<file path="src/rtl/button_conditioner_pkg.sv">
// +--------------------------------------------------------------------+
// | button_conditioner_pkg - shared types and constants for key inputs |
// | Rev 1.0                                                            |
// +--------------------------------------------------------------------+
`default_nettype none

package button_conditioner_pkg;

  typedef enum logic [1:0] {
    ST_RELEASED     = 2'd0,
    ST_PRESS_PEND   = 2'd1,
    ST_PRESSED      = 2'd2,
    ST_RELEASE_PEND = 2'd3
  } btn_state_e;

  localparam int BTN_START_STOP = 0;
  localparam int BTN_SET        = 1;
  localparam int BTN_RESET      = 2;

  localparam int DEFAULT_DEBOUNCE_CYCLES = 1000000;

endpackage

`default_nettype wire

</file>
<file path="src/rtl/button_debounce_ch.sv">
// +--------------------------------------------------------------------+
// | button_debounce_ch - sync, debounce and pulse one button channel   |
// | Rev 1.0 - optional auto-repeat under BUTTON_AUTOREPEAT_EN          |
// +--------------------------------------------------------------------+
`default_nettype none

module button_debounce_ch
  import button_conditioner_pkg::*;
#(
  parameter int DEBOUNCE_CYCLES = DEFAULT_DEBOUNCE_CYCLES,
  parameter int CNT_W           = 20
`ifdef BUTTON_AUTOREPEAT_EN
  ,
  parameter int REPEAT_DELAY    = 25000000,
  parameter int REPEAT_PERIOD   = 10000000
`endif
) (
  input  logic clk,
  input  logic reset,
  input  logic btn_in,
  output logic press,
  output logic release_pulse,
  output logic level
);

  // The entry sample in RELEASED/PRESSED is the first stable cycle, so the
  // pending state accepts once the incremented count reaches D-1.
  localparam logic [CNT_W-1:0] CNT_LAST = CNT_W'(DEBOUNCE_CYCLES - 1);

  logic       sync1_q, sync2_q;
  btn_state_e state_q, state_d;
  logic [CNT_W-1:0] cnt_q, cnt_d, cnt_inc;
  logic       press_q, press_d;
  logic       rel_q, rel_d;
  logic       level_q, level_d;

`ifdef BUTTON_AUTOREPEAT_EN
  // REPEAT_PERIOD must not exceed REPEAT_DELAY: the reload value is the gap.
  localparam int RPT_W = $clog2(REPEAT_DELAY + 1);
  localparam logic [RPT_W-1:0] RPT_LAST   = RPT_W'(REPEAT_DELAY - 1);
  localparam logic [RPT_W-1:0] RPT_RELOAD = RPT_W'(REPEAT_DELAY - REPEAT_PERIOD);
  logic [RPT_W-1:0] rpt_q, rpt_d;
`endif

  assign cnt_inc = cnt_q + 1'b1;

  always_comb begin
    state_d = state_q;
    cnt_d   = cnt_q;
    press_d = 1'b0;
    rel_d   = 1'b0;
    level_d = level_q;
    case (state_q)
      ST_RELEASED: begin
        if (sync2_q) begin
          state_d = ST_PRESS_PEND;
          cnt_d   = '0;
        end
      end
      ST_PRESS_PEND: begin
        if (!sync2_q) begin
          state_d = ST_RELEASED;
          cnt_d   = '0;
        end else if (cnt_inc == CNT_LAST) begin
          state_d = ST_PRESSED;
          cnt_d   = '0;
          level_d = 1'b1;
          press_d = 1'b1;
        end else begin
          cnt_d = cnt_inc;
        end
      end
      ST_PRESSED: begin
        if (!sync2_q) begin
          state_d = ST_RELEASE_PEND;
          cnt_d   = '0;
        end
      end
      ST_RELEASE_PEND: begin
        if (sync2_q) begin
          state_d = ST_PRESSED;
          cnt_d   = '0;
        end else if (cnt_inc == CNT_LAST) begin
          state_d = ST_RELEASED;
          cnt_d   = '0;
          level_d = 1'b0;
          rel_d   = 1'b1;
        end else begin
          cnt_d = cnt_inc;
        end
      end
      default: begin
        state_d = ST_RELEASED;
        cnt_d   = '0;
      end
    endcase

`ifdef BUTTON_AUTOREPEAT_EN
    // Any cycle outside a steady PRESSED restarts the full initial delay.
    rpt_d = '0;
    if (state_q == ST_PRESSED && sync2_q) begin
      if (rpt_q == RPT_LAST) begin
        rpt_d   = RPT_RELOAD;
        press_d = 1'b1;
      end else begin
        rpt_d = rpt_q + 1'b1;
      end
    end
`endif
  end

  always_ff @(posedge clk) begin
    if (reset) begin
      sync1_q <= 1'b0;
      sync2_q <= 1'b0;
      state_q <= ST_RELEASED;
      cnt_q   <= '0;
      press_q <= 1'b0;
      rel_q   <= 1'b0;
      level_q <= 1'b0;
`ifdef BUTTON_AUTOREPEAT_EN
      rpt_q   <= '0;
`endif
    end else begin
      sync1_q <= btn_in;
      sync2_q <= sync1_q;
      state_q <= state_d;
      cnt_q   <= cnt_d;
      press_q <= press_d;
      rel_q   <= rel_d;
      level_q <= level_d;
`ifdef BUTTON_AUTOREPEAT_EN
      rpt_q   <= rpt_d;
`endif
    end
  end

  assign press         = press_q;
  assign release_pulse = rel_q;
  assign level         = level_q;

endmodule

`default_nettype wire

</file>
<file path="src/rtl/button_conditioner.sv">
// +--------------------------------------------------------------------+
// | button_conditioner - N debounced push-button channels, press pulses |
// | Rev 1.0 - optional auto-repeat under BUTTON_AUTOREPEAT_EN           |
// +--------------------------------------------------------------------+
`default_nettype none

module button_conditioner
  import button_conditioner_pkg::*;
#(
  parameter int N_BTN           = 3,
  parameter int DEBOUNCE_CYCLES = DEFAULT_DEBOUNCE_CYCLES,
  parameter int CNT_W           = 20,
  parameter int ACTIVE_LOW      = 1
`ifdef BUTTON_AUTOREPEAT_EN
  ,
  parameter int REPEAT_DELAY    = 25000000,
  parameter int REPEAT_PERIOD   = 10000000
`endif
) (
  input  logic             clk,
  input  logic             reset,
  input  logic [N_BTN-1:0] key_n,
  output logic [N_BTN-1:0] press,
  // "release" is a reserved word, hence the suffix
  output logic [N_BTN-1:0] release_pulse,
  output logic [N_BTN-1:0] level
);

  logic [N_BTN-1:0] btn_pressed;

  assign btn_pressed = (ACTIVE_LOW != 0) ? ~key_n : key_n;

  for (genvar i = 0; i < N_BTN; i++) begin : g_ch
    button_debounce_ch #(
      .DEBOUNCE_CYCLES (DEBOUNCE_CYCLES),
      .CNT_W           (CNT_W)
`ifdef BUTTON_AUTOREPEAT_EN
      ,
      .REPEAT_DELAY    (REPEAT_DELAY),
      .REPEAT_PERIOD   (REPEAT_PERIOD)
`endif
    ) u_ch (
      .clk           (clk),
      .reset         (reset),
      .btn_in        (btn_pressed[i]),
      .press         (press[i]),
      .release_pulse (release_pulse[i]),
      .level         (level[i])
    );
  end

endmodule

`default_nettype wire

</file>
<file path="config.mk">
export PLATFORM = sky130hd
export DESIGN_NAME = button_conditioner
export DESIGN_NICKNAME = d
export VERILOG_FILES = /design/src/rtl/button_conditioner_pkg.sv /design/src/rtl/button_debounce_ch.sv /design/src/rtl/button_conditioner.sv
export SDC_FILE = /design/constraint.sdc
export NUM_CORES = 1
export LEC_CHECK = 0
export CORE_MARGIN = 5
export CORE_UTILIZATION = 62
export CTS_BUF_LIST = sky130_fd_sc_hd__clkbuf_4 sky130_fd_sc_hd__clkbuf_8
export CTS_CLUSTER_SIZE = 25
export DETAILED_ROUTE_END_ITERATION = 10
export PLACE_DENSITY = 0.86
export SLEW_MARGIN = 20
export SYNTH_ARGS = -nofsm -noshare
export SYNTH_HDL_FRONTEND = slang
export SYNTH_SLANG_ARGS = --single-unit
</file>
<file path="constraint.sdc">
create_clock -name clk -period 7.3 [get_ports clk]
set_input_delay 1.095 -clock clk [delete_from_list [all_inputs] [get_ports clk]]
set_output_delay 1.095 -clock clk [all_outputs]
set_load 0.02 [all_outputs]
</file>
Yosys cells after proc, flatten, opt, wreduce, memory -nomap -nowiden --
Cells that the tools add are included.
Operators by class: add/subtract/negate cells 3, multipliers 0, div/mod/pow operators 0, order comparisons 0, eq/ne operators 36, shift operators 0, multiplexer cells 57, bitwise gates (word level) 10, reduce and logical (&&, ||, !) cells 21
Operators with widths (number):
- 20-bit two-way mux | 15
- 20-bit one-hot mux with 4 select lines | 3
- 20-bit by 1-bit adder with 20-bit output, second input constant | 3
- 20-bit equality test, second input constant | 3
- 2-bit two-way mux | 18
- 2-bit by 1-bit != test with 1-bit output, second input constant | 12
- 2-bit one-hot mux with 4 select lines | 3
- 3-bit OR reduction | 6
- 1-bit two-way mux | 15
- 5-bit AND reduction | 3
- 2-bit equality test, second input constant | 6
- 2-bit != test, second input constant | 6
- 4-bit AND reduction | 3
- 3-bit by 1-bit != test with 1-bit output, second input constant | 3
- 3-bit != test, second input constant | 3
- 1-bit inverter | 9
- 2-bit by 1-bit equality test with 1-bit output, second input constant | 3
- 2-bit logical NOT | 3
- 1-bit one-hot mux with 2 select lines | 3
- 2-bit AND reduction | 3
- 2-bit nonzero test | 3
- 3-bit inverter | 1
Storage, ports and cells: register bits after elaboration 81, latch bits 0, bits in writable memories 0, memory bits (read-only) 0, memories kept 0

Depth between registers and ports, before layout --
depth in word-level cells 5, gate-level depth with buffers 10, gate-level depth less buffers 8

Hierarchy --
A second synthesis with hierarchy kept.
Unflattened totals: cell total of the unflattened synthesis 622, area total of the unflattened synthesis 4897.2 um^2
By module, submodules not included:
- button_debounce_ch (g_ch[2].u_ch) | instances 1, cells an instance 217, area each 1702.9 um^2
- button_debounce_ch (g_ch[0].u_ch) | instances 1, cells an instance 210, area each 1676.6 um^2
- button_debounce_ch (g_ch[1].u_ch) | instances 1, cells an instance 192, area each 1506.4 um^2
- button_conditioner | instances 1, cells an instance 3, area each 11.3 um^2

Least setup slack after synthesis --
Ideal clock, no wire load.
path kind register to register, start point reg g_ch[1].u_ch.cnt_q[0], end point reg g_ch[1].u_ch.cnt_q[16], arrival 2.683 ns, required time 7.178 ns, slack 4.495 ns, cell stages (with the launch flop) 10, path buffers 1, period minus slack after synthesis 2.805 ns, cell sequence dfxtp_1 ha_1 nand4_1 or4_4 xor2_1 or3_4 nor4_4 nor3_2 buf_6 a221o_1
Between the ends: word-level cells in the longest chain between the ends 5, elaborated cells on any way between the ends 6, classes of those cells add/sub: 1; eq/ne: 1; mux: 4
RTL lines:
- from (decl) | RTL line button_debounce_ch.sv:32 | logic [CNT_W-1:0] cnt_q, cnt_d, cnt_inc;
- from (signal assigned) | RTL line button_debounce_ch.sv:128 | cnt_q <= cnt_d;
- 20-bit by 1-bit adder with 20-bit output * | RTL line button_debounce_ch.sv:45 | assign cnt_inc = cnt_q + 1'b1;
- 20-bit equality test | RTL line button_debounce_ch.sv:64, button_debounce_ch.sv:83
- 20-bit two-way mux * | RTL line button_debounce_ch.sv:64, button_debounce_ch.sv:83
- 20-bit two-way mux, on equally long branches | RTL line button_debounce_ch.sv:80, button_debounce_ch.sv:61
- 20-bit one-hot mux with 4 select lines * | RTL line button_debounce_ch.sv:53 | case (state_q)
Mark *: on every way between the ends. The rest lies on a longest branch, timed or not. A chain may end at the register's enable or synchronous reset.

Worst setup path after layout --
start point reg g_ch[0].u_ch.cnt_q[11], end point reg g_ch[0].u_ch.cnt_q[14]
Between the ends: word-level cells in the longest chain between the ends 5, elaborated cells on any way between the ends 6, classes of those cells add/sub: 1; eq/ne: 1; mux: 4
RTL lines (RTL line):
- from (decl) | button_debounce_ch.sv:32
- from (signal assigned) | button_debounce_ch.sv:128
- 20-bit by 1-bit adder with 20-bit output * | button_debounce_ch.sv:45
- 20-bit equality test | button_debounce_ch.sv:64, button_debounce_ch.sv:83
- 20-bit two-way mux * | button_debounce_ch.sv:64, button_debounce_ch.sv:83
- 20-bit two-way mux, on equally long branches | button_debounce_ch.sv:80, button_debounce_ch.sv:61
- 20-bit one-hot mux with 4 select lines * | button_debounce_ch.sv:53
Marks and branches as above.

==> impl_metrics.ini <==
[global_route]
grt_pass1_wl_um = 19500
grt_max_degree = 43
grt_pass1_vias = 4249
overflow = 0
grt.total_usage_pct = 23.4
antenna_found_initial = 0

[pwr]
p_total_uw = 830
swShare_pct = 24.8
vdd.ir_drop.worst_mv = 0.115
p_seq_share_pct = 54.4
combPwrFrac_pct = 4.2
power.leakage_uw = 0.00172
intPower_uw = 624
pwr-share-clk_pct = 41.4
switchingPower_uw = 206
cellPowerDensity_nw_per_um2 = 156

[cells_and_area]
multiInputGateArea_um2 = 3120
final_area_um2 = 5310
final_nets = 626
antennaDiodeCount = 0
final_common_cell = dfxtp_1
drive_above_1_share_pct = 5.83
regArea_um2 = 1620
fill_cells = 696
areaGrowthSynthToFinish_pct = 4.33
final_cell_mix = dfxtp_1 (81), nand2_1 (75), nand3_1 (45), nor2_1 (45), nand4_1 (25)

[routing]
drt-total-wl_um = 11600
dr.pass1.iters = 7
ant_nets = 0
drc = 0
wl_per_cell_um = 16.0
num_vias = 4683
viasPerCell = 6.49
drtIter0Drc = 346

[placed_design]
place_area_um2 = 5090
portBuffers = 13
dpl.hpwl_um = 8170
place.gp.congestion = 0.973
dpl_worst_slack_ps = 3780

[die]
die_x_um = 101
start_util_pct = 62.9
coreArea_um2 = 8090
die_h_um = 101
die-area_um2 = 10100
io_pins = 14
rows = 33

[worst_setup_path]
crit_start = g_ch[0].u_ch.cnt_q[11]
reg2regPathDepth = 7
r2r_end = g_ch[0].u_ch.cnt_q[14]
rrSetupSlack_ps = 3920
endpoint_kind = register
crit_fanout = 10
critPathKind = register to register
cp_slowest_cell = a2111oi_0
worstPathArrival_ps = 3630
path_cells = nand4_1 -> or3_1 -> a2111oi_0 -> o2111ai_1 -> nor4_4 -> nor2_1 -> a221o_1
crit_required_ps = 7550
slowest_delay_ps = 690
regToRegStartpoint = g_ch[0].u_ch.cnt_q[11]
cp-start-kind = register

[logic_synthesis]
synthCells = 640
async_flop_share_pct = 0
synth_edf_count = 0
synth-seq-area-share_pct = 31.9
ys_ff_latch = 81
yosysUniqueCellTypes = 66
synth_area_per_cell_um2 = 7.95
syn-num-nets = 654
ys.flop_type = dfxtp_1
synth_warnings = 0
syn_area_um2 = 5090

[clock_tree]
ctsResizeCount = 0
cts_buffer_depth = 2
clk_latency_ps = 360
cts.clk_slew.worst_paths_ps = 90
cts_root_buffer = clkbuf_8
cts_tree = built
ctsHtreeMaxLevel = 3
cts_num_sinks = 81
cts_setup_buffers = 0
holdBufCountCts = 0
cts_made_buffers = 9

[timing]
worst_slew_pin_slew_ps = 919
drv_slew = 0
rsz0062_at_grt = no
timing.fmax_ghz = 0.296
fin_crit_sh_pct = 46.3
fin_hold_ws_ps = 446
hold_violations = 0
fin_skew_ps = 14.4
relSlewSlack_pct = 38.5
setup_ws_ps = 3920
setup_tns_ps = 0
min_period_ps = 3380
setup_viol = 0

[job]
maxCapViolations = 0

[hold_path]
hold_path.class = register to register
whs_path_depth = 1
worst_hold_path.endpoint = g_ch[2].u_ch.sync2_q
hp-start = g_ch[2].u_ch.sync1_q

[status]
status = finished clean
synthesized netlist by cell type, types with 11 or more instances:
cell type / instances / area (um^2)
a21oi_1: 13 / 65.1
buf_4: 13 / 97.6
clkbuf_1: 29 / 109
dfxtp_1: 81 / 1620
inv_1: 21 / 78.8
nand2_1: 75 / 282
nand3_1: 45 / 225
nand4_1: 25 / 156
nor2_1: 45 / 169
nor3_1: 20 / 100
nor4_1: 21 / 131
o211ai_1: 11 / 82.6
o21ai_0: 19 / 95.1
or3_1: 21 / 131
xnor2_1: 23 / 201
xor2_1: 15 / 131
sequential cells by signal (all words and copies together) (netlist names), named ones only:
signal                   flops
g_ch.u_ch.cnt_q             60
g_ch.u_ch.level              3
g_ch.u_ch.press              3
g_ch.u_ch.release_pulse      3
g_ch.u_ch.state_q            3
g_ch.u_ch.sync1_q            3
g_ch.u_ch.sync2_q            3
per-layer routing:
layer | share of wire (%) | vias up | GRT usage, % | wire [um]
met5 | 0 | - | 0 | 0
met4 | 1.2 | 0 | 7.36 | 144
met3 | 5.7 | 17 | 4.57 | 654
met2 | 48 | 156 | 38.0 | 5540
met1 | 45 | 2213 | 31.2 | 5220
li1 | - | 2297 | - | -
stage by stage:
stage | std cells | util [%]
floorplan | 640 | -
global placement | 706 | 63.0
detailed placement | 706 | 63.0
CTS | 722 | 65.5
global route | 722 | 65.6
finish | 722 | 65.6
worst max path at each step:
| stage | endpoint | slack [ps] | depth (start not counted) |
|---|---|---|---|
| floorplan | g_ch[1].u_ch.cnt_q[16] | 4490 | 9 |
| global placement | g_ch[0].u_ch.cnt_q[14] | 3880 | 6 |
| detailed placement | g_ch[0].u_ch.cnt_q[14] | 3780 | 6 |
| CTS | g_ch[0].u_ch.cnt_q[14] | 4040 | 7 |
| global route | g_ch[0].u_ch.cnt_q[19] | 3780 | 7 |
| finish | g_ch[0].u_ch.cnt_q[14] | 3920 | 7 |
critical path, delay by kind of cell (launching register included):
family / cells / cell delay (ps)
compound gates: 3 / 1370
flops: 1 / 540
simple gates: 4 / 1360
power by group through the flow:
stage	combinational [uW]	clock, uW	sequential, uW
after floorplan	25.2	0	460
after global placement	33.1	0	461
after detailed placement	34.4	0	462
after CTS	34.5	352	451
after global routing	37.5	374	453
final	34.8	343	452
layout make-up:
class	instances	share of cell area (%)
clock buffers	9	2.33
clock inverters	7	1.58
flip-flops and latches	81	30.5
multi-input cells	483	58.7
repair buffers	16	2.88
inverters	21	1.48
well taps	105	2.47
cell families after synthesis:
family | after synthesis | share of synthesized area (%)
AO/OA/AOI/OAI | 108 | 15.8
multiplexers | 5 | 0.984
adder cells (fa/ha/maj) | 9 | 2.21
buffers and inverters | 76 | 7.11
XOR/XNOR | 38 | 6.54
AND/OR/NAND/NOR | 323 | 35.5
flip-flops | 81 | 31.9
Power figures use the tool's default switching activity.
==> RTL edit (same settings) <==
Build with the macro `BUTTON_AUTOREPEAT_EN` defined.
--- a/src/rtl/button_debounce_ch.sv
+++ b/src/rtl/button_debounce_ch.sv
@@ -3,6 +3,8 @@
 // | Rev 1.0 - optional auto-repeat under BUTTON_AUTOREPEAT_EN          |
 // +--------------------------------------------------------------------+
 `default_nettype none
+
+`define BUTTON_AUTOREPEAT_EN
 
 module button_debounce_ch
   import button_conditioner_pkg::*;
Formal check against the unedited RTL: same outputs for any inputs over 10 cycles, from zero or initial values and one cycle with reset high; that may be too few to reach the edited logic, so the function may still have changed.
==> RTL edit against the unedited design <==
Sequential cell count rose by 75; clock skew decreased by 0.0047 ns; sequential share of layout area increased by 5.4 points; synthesized area rose by 61%; final cell count is 63% higher; setup slack improved by 0.18 ns; via count rose by 50%; largest power group unchanged; final area increased by 63%; sequential power up 90%; power grew 79%; routed wire length up 46%; synthesized cell count grew 57%.
==> RTL edit: results (changes against the unedited design) <==
[yosys]
synth.area.top_cells=dfxtp_1, xor2_1, nand2_1
syn_avg_cell_area_um2=8.14  ; +2.4%
yosys.area_share.xor_xnor_pct=9.53  ; +3.0 points
synth_compound_area_share_pct=12.4  ; -3.4 points
yosysSeqAreaShare_pct=38.2  ; +6.3 points
ys_top_cells_by_count=dfxtp_1, nand2_1, nor2_1
yosys-mux-area-fraction_pct=0.627  ; -0.36 points

[setup_path]
critPathTopFamily=simple AND/OR/NAND/NOR gates
ff2ff_path_depth=8  ; +1
critical_path.startpoint=g_ch[0].u_ch.cnt_q[1]
rrSetupSlack_ns=4.10  ; +0.18 ns
path_max_fanout=9  ; -1

[timing]
fin_worst_skew_ns=0.00978  ; -0.00466 ns
holdWs_ns=0.441  ; -0.00512 ns
worstMarginPinSlew_ns=0.964  ; +0.0452 ns

[clock_network]
cts_max_level=4  ; +1
numCtsBuffers=17  ; +8

[power_and_ir_drop]
p_leak_nw=2.84  ; +66%
ir_drop_mv=0.211  ; +85%

[drt]
route.met2.wl_um=7860  ; +42%
drt_iter0_drc=566  ; +64%
via_per_inst=5.97  ; -7.9%
wl_met1_um=7920  ; +52%

[placed_design]
gp_congestion=0.910  ; -6.4%

[global_route]
grt_util_met2_pct=34.9  ; -3.1 points
grt_util_met1_pct=28.8  ; -2.5 points

[outcome]
status=finished clean

[finish]
drive_gt1_share_pct=5.81  ; -0.023 points

==> RTL edit: layout make-up <==
type / count / area, um2
clock buffer: 19 / 249
clock inverter: 13 / 120
fill: 1121 / 4410
inverter: 24 / 90.1
multi-input combinational: 767 / 4700
sequential: 156 / 3120
tap: 176 / 220
timing repair buffer: 19 / 175
==> RTL edit: through the flow <==
stage	setup WS, ns	power, mW
after global routing	3.87	1.54
after global placement	3.94	0.902
after CTS	4.17	1.50
final	4.10	1.48
after floorplan	4.52	0.893
after detailed placement	3.88	0.903
==> RTL edit: power by group through the flow <==
stage | Combinational [mW] | Clock [mW] | Sequential (mW)
detailed placement | 0.0262 | 0 | 0.877
floorplan | 0.0177 | 0 | 0.875
global route | 0.0288 | 0.650 | 0.857
CTS | 0.0263 | 0.616 | 0.857
finish | 0.0264 | 0.598 | 0.857
global placement | 0.0259 | 0 | 0.877
